`src/rtl/imem_loader_pkg.sv`:
```
//==============================================================================
// imem_loader_pkg -- loader state encoding and default memory geometry
// Rev 1.0
//==============================================================================
`default_nettype none

package imem_loader_pkg;

   localparam int unsigned DEF_ADDR_W = 8;
   localparam int unsigned DEF_DATA_W = 8;

   typedef enum logic [2:0] {
      S_LEN  = 3'd0,
      S_DATA = 3'd1,
      S_CHK  = 3'd2,
      S_DONE = 3'd3,
      S_ERR  = 3'd4
   } state_e;

endpackage

`default_nettype wire

```
`src/rtl/imem_ram.sv`:
```
//==============================================================================
// imem_ram -- 2**ADDR_W x DATA_W storage, synchronous write, combinational read
// Rev 1.0
//==============================================================================
`default_nettype none

module imem_ram #(
   parameter int unsigned ADDR_W = 8,
   parameter int unsigned DATA_W = 8
) (
   input  logic              clk_i,
   input  logic              we_i,
   input  logic [ADDR_W-1:0] waddr_i,
   input  logic [DATA_W-1:0] wdata_i,
   input  logic [ADDR_W-1:0] raddr_i,
   output logic [DATA_W-1:0] rdata_o
);

   // No reset: program contents survive a loader reset.
   logic [DATA_W-1:0] mem_q [0:(1<<ADDR_W)-1];

   always_ff @(posedge clk_i) begin
      if (we_i) begin
         mem_q[waddr_i] <= wdata_i;
      end
   end

   assign rdata_o = mem_q[raddr_i];

endmodule

`default_nettype wire

```
`src/rtl/imem_loader.sv`:
```
//==============================================================================
// imem_loader -- streams a length-prefixed program into instruction memory and
// holds the CPU in reset until loaded. Optional checksum: IMEM_LOADER_CHECKSUM_EN
// Rev 1.0
//==============================================================================
`default_nettype none

module imem_loader
   import imem_loader_pkg::*;
#(
   parameter int unsigned ADDR_W = DEF_ADDR_W,
   parameter int unsigned DATA_W = DEF_DATA_W
) (
   input  logic              clk_in,
   input  logic              reset,
   input  logic              start,
   input  logic [DATA_W-1:0] in_data,
   input  logic              in_valid,
   output logic              in_ready,
   input  logic [ADDR_W-1:0] read_address,
   output logic [DATA_W-1:0] instruction,
   output logic              cpu_reset,
   output logic              load_done,
   output logic              load_err,
   output logic [ADDR_W:0]   byte_count
);

   state_e            state_q, state_d;
   logic [ADDR_W-1:0] len_q, len_d;
   logic [ADDR_W:0]   cnt_q, cnt_d;
   logic              cpu_reset_q, cpu_reset_d;
   logic              load_done_q, load_done_d;
`ifdef IMEM_LOADER_CHECKSUM_EN
   logic              load_err_q, load_err_d;
   logic [DATA_W-1:0] csum_q, csum_d;
`endif

   logic              w_active;
   logic              w_xfer;
   logic              w_we;
   logic [ADDR_W:0]   w_n_full;
   logic              w_last;

   assign w_active = (state_q == S_LEN) || (state_q == S_DATA) || (state_q == S_CHK);
   // A start pulse or reset on the same cycle must not let a byte slip in.
   assign in_ready = w_active && !start && !reset;
   assign w_xfer   = in_valid && in_ready;

   // Length byte 0 stands for a full memory image.
   assign w_n_full = (len_q == '0) ? {1'b1, {ADDR_W{1'b0}}} : {1'b0, len_q};
   assign w_last   = (cnt_q == (w_n_full - (ADDR_W+1)'(1)));

   always_comb begin
      state_d     = state_q;
      len_d       = len_q;
      cnt_d       = cnt_q;
      cpu_reset_d = cpu_reset_q;
      load_done_d = load_done_q;
`ifdef IMEM_LOADER_CHECKSUM_EN
      load_err_d  = load_err_q;
      csum_d      = csum_q;
`endif
      w_we        = 1'b0;

      if (start) begin
         state_d     = S_LEN;
         cnt_d       = '0;
         cpu_reset_d = 1'b1;
         load_done_d = 1'b0;
`ifdef IMEM_LOADER_CHECKSUM_EN
         load_err_d  = 1'b0;
         csum_d      = '0;
`endif
      end else if (w_xfer) begin
         case (state_q)
            S_LEN: begin
               len_d   = ADDR_W'(in_data);
               cnt_d   = '0;
`ifdef IMEM_LOADER_CHECKSUM_EN
               csum_d  = '0;
`endif
               state_d = S_DATA;
            end
            S_DATA: begin
               w_we  = 1'b1;
               cnt_d = cnt_q + (ADDR_W+1)'(1);
`ifdef IMEM_LOADER_CHECKSUM_EN
               csum_d = csum_q + in_data;
               if (w_last) begin
                  state_d = S_CHK;
               end
`else
               if (w_last) begin
                  state_d     = S_DONE;
                  cpu_reset_d = 1'b0;
                  load_done_d = 1'b1;
               end
`endif
            end
`ifdef IMEM_LOADER_CHECKSUM_EN
            S_CHK: begin
               if (in_data == csum_q) begin
                  state_d     = S_DONE;
                  cpu_reset_d = 1'b0;
                  load_done_d = 1'b1;
               end else begin
                  state_d    = S_ERR;
                  load_err_d = 1'b1;
               end
            end
`endif
            default: ;
         endcase
      end
   end

   always_ff @(posedge clk_in) begin
      if (reset) begin
         state_q     <= S_LEN;
         len_q       <= '0;
         cnt_q       <= '0;
         cpu_reset_q <= 1'b1;
         load_done_q <= 1'b0;
`ifdef IMEM_LOADER_CHECKSUM_EN
         load_err_q  <= 1'b0;
         csum_q      <= '0;
`endif
      end else begin
         state_q     <= state_d;
         len_q       <= len_d;
         cnt_q       <= cnt_d;
         cpu_reset_q <= cpu_reset_d;
         load_done_q <= load_done_d;
`ifdef IMEM_LOADER_CHECKSUM_EN
         load_err_q  <= load_err_d;
         csum_q      <= csum_d;
`endif
      end
   end

   assign cpu_reset  = cpu_reset_q;
   assign load_done  = load_done_q;
   assign byte_count = cnt_q;
`ifdef IMEM_LOADER_CHECKSUM_EN
   assign load_err   = load_err_q;
`else
   assign load_err   = 1'b0;
`endif

   imem_ram #(
      .ADDR_W (ADDR_W),
      .DATA_W (DATA_W)
   ) u_ram (
      .clk_i   (clk_in),
      .we_i    (w_we),
      .waddr_i (cnt_q[ADDR_W-1:0]),
      .wdata_i (in_data),
      .raddr_i (read_address),
      .rdata_o (instruction)
   );

endmodule

`default_nettype wire

```
`config.mk`:
```
export PLATFORM = sky130hd
export DESIGN_NAME = imem_loader
export DESIGN_NICKNAME = d
export VERILOG_FILES = /design/src/rtl/imem_loader_pkg.sv /design/src/rtl/imem_ram.sv /design/src/rtl/imem_loader.sv
export SDC_FILE = /design/constraint.sdc
export NUM_CORES = 2
export LEC_CHECK = 0
export CORE_MARGIN = 8
export CORE_UTILIZATION = 63
export DETAILED_ROUTE_END_ITERATION = 12
export DONT_BUFFER_PORTS = 1
export PLACE_DENSITY = 0.81
export SKIP_CTS_REPAIR_TIMING = 1
export SLEW_MARGIN = 15
export SYNTH_ARGS = -nofsm -noshare
export SYNTH_HDL_FRONTEND = slang
export SYNTH_SLANG_ARGS = --single-unit
```
`constraint.sdc`:
```
create_clock -name clk_in -period 3.4 [get_ports clk_in]
set_input_delay 0.68 -clock clk_in [delete_from_list [all_inputs] [get_ports clk_in]]
set_output_delay 0.68 -clock clk_in [all_outputs]
set_load 0.03 [all_outputs]
```
== Word level (Yosys, flattened, before mapping) ==
Memory sizes are Yosys's and may differ from the RTL's.
Cells that the tools add are included.
Storage, ports and cells
  bits in registers: 22
  RAM bits: 2048
  output and inout bits: 21
  logic and storage cells: 37
  memories kept: 1
Operators by class
  add/sub/neg operators: 2
  eq/ne operators: 4
  muxes and demuxes: 9
  bitwise gates (word level): 1
  reductions and logical operators: 15
Memory list
  u_ram.mem_q: words 256, bits a word 8, read ports 1, clocked after memory_dff 0, write ports 1, RTL line imem_ram.sv:20  | logic [DATA_W-1:0] mem_q [0:(1<<ADDR_W)-1];
Operators with widths (count)
  one-hot mux 9 bit (2 select lines): 1
  adder 9 x 1 -> 9 bit (second input constant): 1
  == test 9 bit: 1
  2-to-1 mux 9 bit: 1
  AND reduction 3 bit: 3
  subtractor 9 x 1 -> 9 bit (second input constant): 1
  zero test 8 bit: 1
  one-hot mux 3 bit (2 select lines): 1
  2-to-1 mux 1 bit: 5
  == test 3 x 1 -> 1 bit (second input constant): 1
  == test 3 x 2 -> 1 bit (second input constant): 1
  logical AND 1 bit: 3
  zero test 3 bit: 1
  2-to-1 mux 3 bit: 1
  zero test 1 bit: 2
  logical OR 1 bit: 2
  inequality test 2 bit (second input constant): 1
  AND reduction 2 bit: 1
  nonzero test 2 bit: 1
  OR reduction 2 bit: 1
  inverter 1 bit: 1

== Depth between registers and ports, before layout ==
  depth in word-level cells: 10
  depth in mapped cells: 12
  mapped depth without buffers: 8

== Modules after synthesis ==
From an unflattened synthesis, not the netlist that was laid out.
Unflattened totals
  cells, all modules: 3865
  area total of the unflattened synthesis: 80631.1 µm²
By module, submodules not included
  imem_ram: instances 1, cells each 3725, area an instance 79396.1 µm²
  imem_loader: instances 1, cells each 140, area an instance 1234.9 µm²

== Least setup slack after synthesis ==
OpenSTA, ideal clock, no wires.
  kind: input-to-output
  start point: in read_address[1]
  end point: out instruction[6]
  data arrival time: 2.981 ns
  path slack: -0.261 ns
  stages: 10
  path through: buf_4 -> nand2b_1 -> buf_4 -> buf_2 -> buf_2 -> o221ai_1 -> a21oi_1 -> nor3_1 -> nor3_1 -> nor4_1
Between the ends
  word-level cells in the longest chain between the ends: 1
RTL lines
  start, declared: RTL line imem_loader.sv:20  | input logic [ADDR_W-1:0] read_address,
  memory read (256 x 8 bit)
  end, declared: RTL line imem_loader.sv:21  | output logic [DATA_W-1:0] instruction,
No other way between the ends.

== Worst setup path after layout ==
  start point: in read_address[1]
  end point: out instruction[3]
Same word-level chain as after synthesis.

==> results <==
- The flow ran to the end, but the final reports show violations.
- The final reports fail on slew limit, setup timing.
- The data arrival time of the critical path is 4.00 ns.
- The power dissipated by switching net loads is 0.0108 W.
- The reg-to-reg critical path endpoint is u_ram.mem_q[97][4]$_DFFE_PP_.
- The worst path in the final design needs a cycle of 4.68 ns, including I/O delays and setup.
- Across all register-to-register paths, the minimum setup slack is 0.07 ns.
- The count of buffers added on input and output ports is 0.
- In the final timing run, aggregate negative setup slack is -8.76 ns.
- The Yosys step of the flow raised 0 warnings.
- After synthesis the cells add up to 80700 um2.
- The share of total power dissipated in sequential elements is 54.0%.
- Counting flops with a built-in enable in the synthesized netlist gives 2048.
- Synthesis produced a netlist with a net count of 3996.
- The via count of the first global-routing pass is 44500.
- The overall via count from detail_route is 47100.
- Per report_power, the clock group accounts for 41.2% of the total.
- The cell type group with the largest total delay on the critical path is multiplexers.
- Between clock sinks in the finished design, the worst skew comes to 0.0262 ns.
- The number of buffers and inverters on the critical path is 3.
- The launch instance of the worst min-delay path is in_data[6].
- The share of final-layout standard cells stronger than drive strength 1 is 29.7%.
- The prevailing post-synth register cell is sky130_fd_sc_hd__edfxtp_1.
- Measured against its own limit, the worst slew margin works out to -14.8%.
- The routed design has 236 mm of wire.
- IR analysis of the VDD net gives a maximum drop of 0.000594 V.
- Setup repair after global routing could not meet its margin everywhere.
- The fraction of post-synthesis cell area in the top cell type by area is 76.2%.
- Dividing the detail-routed wire length by the instance count gives 37.2 um.
- The clock transition time at the flip-flop clock pins of the worst setup and hold paths is 0.06 ns.
- The cell count after synthesis is 3970.
- The number of hold violations in the final report came to 0.
- The power per standard cell area is 555 nW/um2.
- The met3 global-route usage is 7.72%.
- The buffer type at the clock tree root is sky130_fd_sc_hd__clkbuf_16.
- The routing usage on met2 is 46.1%.
- The switching fraction of total power is 20.8%.
- The transition at the pin with the smallest max-transition slack is 1.72 ns.
- Counting flops and latches in the post-synthesis netlist gives 2069.
- Entering global routing, the biggest net connects 529 pins.
- The internal portion of the total power is 0.0411 W.
- Global routing consumed, over all layers together, 29.1% of the routing resources.
- The tool flagged a number of max-cap violations equal to 0.
- The core area is 127000 um2.
- TritonCTS created 190 clock buffers.
- Static timing analysis puts the maximum clock frequency at 214 MHz.
- Walking the worst path, the cells encountered are mux4_2 -> nor2_4 -> a2111oi_1 -> buf_4 -> nor4_4 -> nand3_2 -> o41ai_2 -> buf_4 -> nor3_4 -> buf_6.
- In the synthesized netlist the async set-or-reset flop fraction comes to 0%.
- The number of core rows is 131.
- The later-pin clock latency in the skew report is 0.81 ns.
- The routability congestion estimate is 0.877.
- The overall power of the completed layout is 0.0519 W.
- In this design, the critical path's most frequently occurring cell is sky130_fd_sc_hd__buf_4.
- Detailed placement finished with a half-perimeter wire length of 112 mm.
- By startpoint and endpoint, the worst setup path is classified as input port to output port.
- For this run, the detailed router's first-pass iteration total came to 6.
- STA puts the critical path data required time at 2.72 ns.
- The netlist uses 69 different library cells.
- STA classifies the critical path endpoint as an output port.
- After synthesis, the mean cell area works out to 20.3 um2.
- The cell accounting for the most synthesized area is sky130_fd_sc_hd__edfxtp_1.
- The final worst setup slack is -1.28 ns.
- The slowest library cell on the worst path is sky130_fd_sc_hd__mux4_2.
- The die extent in x is 374 um.
- Compared with the post-synthesis result, the final layout area differs by 15.7%.
- Sorting the synthesized cells by area gives the leading types as sky130_fd_sc_hd__edfxtp_1 76%, sky130_fd_sc_hd__mux4_2 11%, sky130_fd_sc_hd__mux2i_1 2.4%, sky130_fd_sc_hd__nor2_1 1.5%, sky130_fd_sc_hd__a22oi_1 1.1%.
- The initial antenna violation count is 9.
- The via density per instance is 7.42.
- In this run the number of H-tree levels came out at 4.
- In this run the static leakage power is 30.2 nW.
- The die covers 140000 um2.
- In this run, the number of DRC markers left after iteration 0 of detailed routing was 7955.
- In the finished design, the share of the clock period the worst path needs comes to 138%.
- Sequential elements use 76.7% of the synthesized area.
- No sink is reached through more buffers than the 3 on the longest clock path.
- 41 I/O pins were placed.
- In this run, the combinational gates consume 4.8% of the power.
- The type of the most critical hold path is input port to flop.
- The final non-filler cell area is 93400 um2.
- The count of pins over their slew limit was 139.
- The count of non-filler cells in the finished layout is 6347.
- The highest fanout seen on the critical path is 510.
- The post-route DRC violation count is 0.
- The count of clock tree sinks is 2069.
- The sort of element at the start of the critical path is an input port.
- The layer with the highest usage is met2.
- The y dimension of the die is 374 um.
- The first-pass GRT wire length is 299 mm.
- After global routing the overflow that remains totals 0.
- TritonCTS built the clock tree.
- The worst hold path terminates at u_ram.mem_q[71][6]$_DFFE_PP_.
- The number of cells on the worst hold path is 0.
- The post-placement cell count is 5903.
- The total number of nets in the final design is 4535.
- Once detail routing completed, the nets flagged for antenna violations numbered 0.
- Setup violations remaining at the end of the flow were counted as 8.
- The origin of the worst setup path is read_address[1].
- The instance area after placement is 85300 um2.
- The maximum cell stage delay along the critical path is 1.10 ns.
- For this run, global-route usage on met1 was measured as 38.4%.
- The effective utilization at floorplan is 63.4%.
- The startpoint identified for the worst register-to-register timing path is byte_count[0]$_SDFFE_PP0P_.
- For the worst flop-to-flop path, the logic depth is 3.
-- worst max-delay path by stage --
stage	cells after the start	end
6_report	10	instruction[3]
5_1_grt	10	instruction[3]
4_1_cts	8	instruction[6]
3_5_place_dp	8	instruction[6]
3_3_place_gp	8	instruction[6]
2_1_floorplan	10	instruction[0]
-- final cells by class --
cell class | instances | area, um2
sequential | 2069 | 61900
clock inverter | 112 | 996
clock buffer | 240 | 5120
tap | 1662 | 2080
timing repair buffer | 574 | 5120
antenna | 16 | 40.0
multi-input combinational | 1663 | 18100
inverter | 11 | 41.3
fill | 6318 | 34000
-- power by group through the flow --
stage / clock network, W / registers (W) / logic [W]
3_5_place_dp: 0 / 0.0286 / 0.00171
5_1_grt: 0.0223 / 0.0280 / 0.00250
3_3_place_gp: 0 / 0.0286 / 0.00168
6_report: 0.0214 / 0.0280 / 0.00248
4_1_cts: 0.0212 / 0.0280 / 0.00176
2_1_floorplan: 0 / 0.0286 / 0.00137
-- cell usage after synthesis (21+ instances only) --
cell and number:
sky130_fd_sc_hd__a21oi_1 101, sky130_fd_sc_hd__mux2i_1 195, sky130_fd_sc_hd__edfxtp_1 2048, sky130_fd_sc_hd__mux4_2 409, sky130_fd_sc_hd__dfxtp_1 21, sky130_fd_sc_hd__a211oi_1 45, sky130_fd_sc_hd__nand2_1 69, sky130_fd_sc_hd__buf_6 43
sky130_fd_sc_hd__nand3_1 46, sky130_fd_sc_hd__clkbuf_1 81, sky130_fd_sc_hd__a22oi_1 118, sky130_fd_sc_hd__nor2_1 333, sky130_fd_sc_hd__nor3_1 30, sky130_fd_sc_hd__buf_4 33, sky130_fd_sc_hd__o22ai_1 46, sky130_fd_sc_hd__o221ai_1 49
sky130_fd_sc_hd__buf_2 54, sky130_fd_sc_hd__nor2b_1 32
-- stage by stage --
stage | hold WS, ns | util [%] | setup WS, ns
floorplan | 0.435 | - | 0.0187
CTS | -0.112 | 71.8 | -1.03
global route | -0.0163 | 73.3 | -0.708
finish | 0.0486 | 73.3 | -1.28
detailed placement | 0.480 | 67.0 | -1.05
global placement | 0.449 | 67.0 | -0.899
-- cells in the final DEF (no fill, tap or decap), types with 41 or more instances in the layout --
master and instances:
sky130_fd_sc_hd__o221ai_1 45, sky130_fd_sc_hd__clkinv_2 46, sky130_fd_sc_hd__nand3_1 41, sky130_fd_sc_hd__nand2_1 67, sky130_fd_sc_hd__o22ai_1 43, sky130_fd_sc_hd__a21oi_1 91
sky130_fd_sc_hd__buf_4 497, sky130_fd_sc_hd__nor2_1 314, sky130_fd_sc_hd__mux2i_1 195, sky130_fd_sc_hd__edfxtp_1 2048, sky130_fd_sc_hd__mux4_2 409, sky130_fd_sc_hd__a22oi_1 99
sky130_fd_sc_hd__clkbuf_16 214
-- flip-flops by register name, indices dropped and copies added (netlist names) --
name and cells:
cpu_reset 1, byte_count 9, u_ram.mem_q 2048, len_q 8
state_q 2, load_done 1
-- cells by family (layout without fill, tap and decap cells) --
kind of cell	count (synthesis)	count (layout)	share of synthesized area, %
flops	2069	2069	76.7
mux	611	611	13.9
simple gates	565	565	3.07
compound gates	460	460	4.03
buf+inv	238	937	1.93
xor+xnor	20	20	0.217
fa+ha+maj	6	6	0.0930
other cells	1	17	0.00465
-- layer usage --
| layer | share of wire, % | routed length, um |
|---|---|---|
| met5 | 0.0089 | 21 |
| met4 | 6.9 | 16300 |
| met3 | 15 | 35200 |
| met2 | 47 | 111000 |
| met1 | 31 | 73900 |
(Power assumes the default switching activity.)
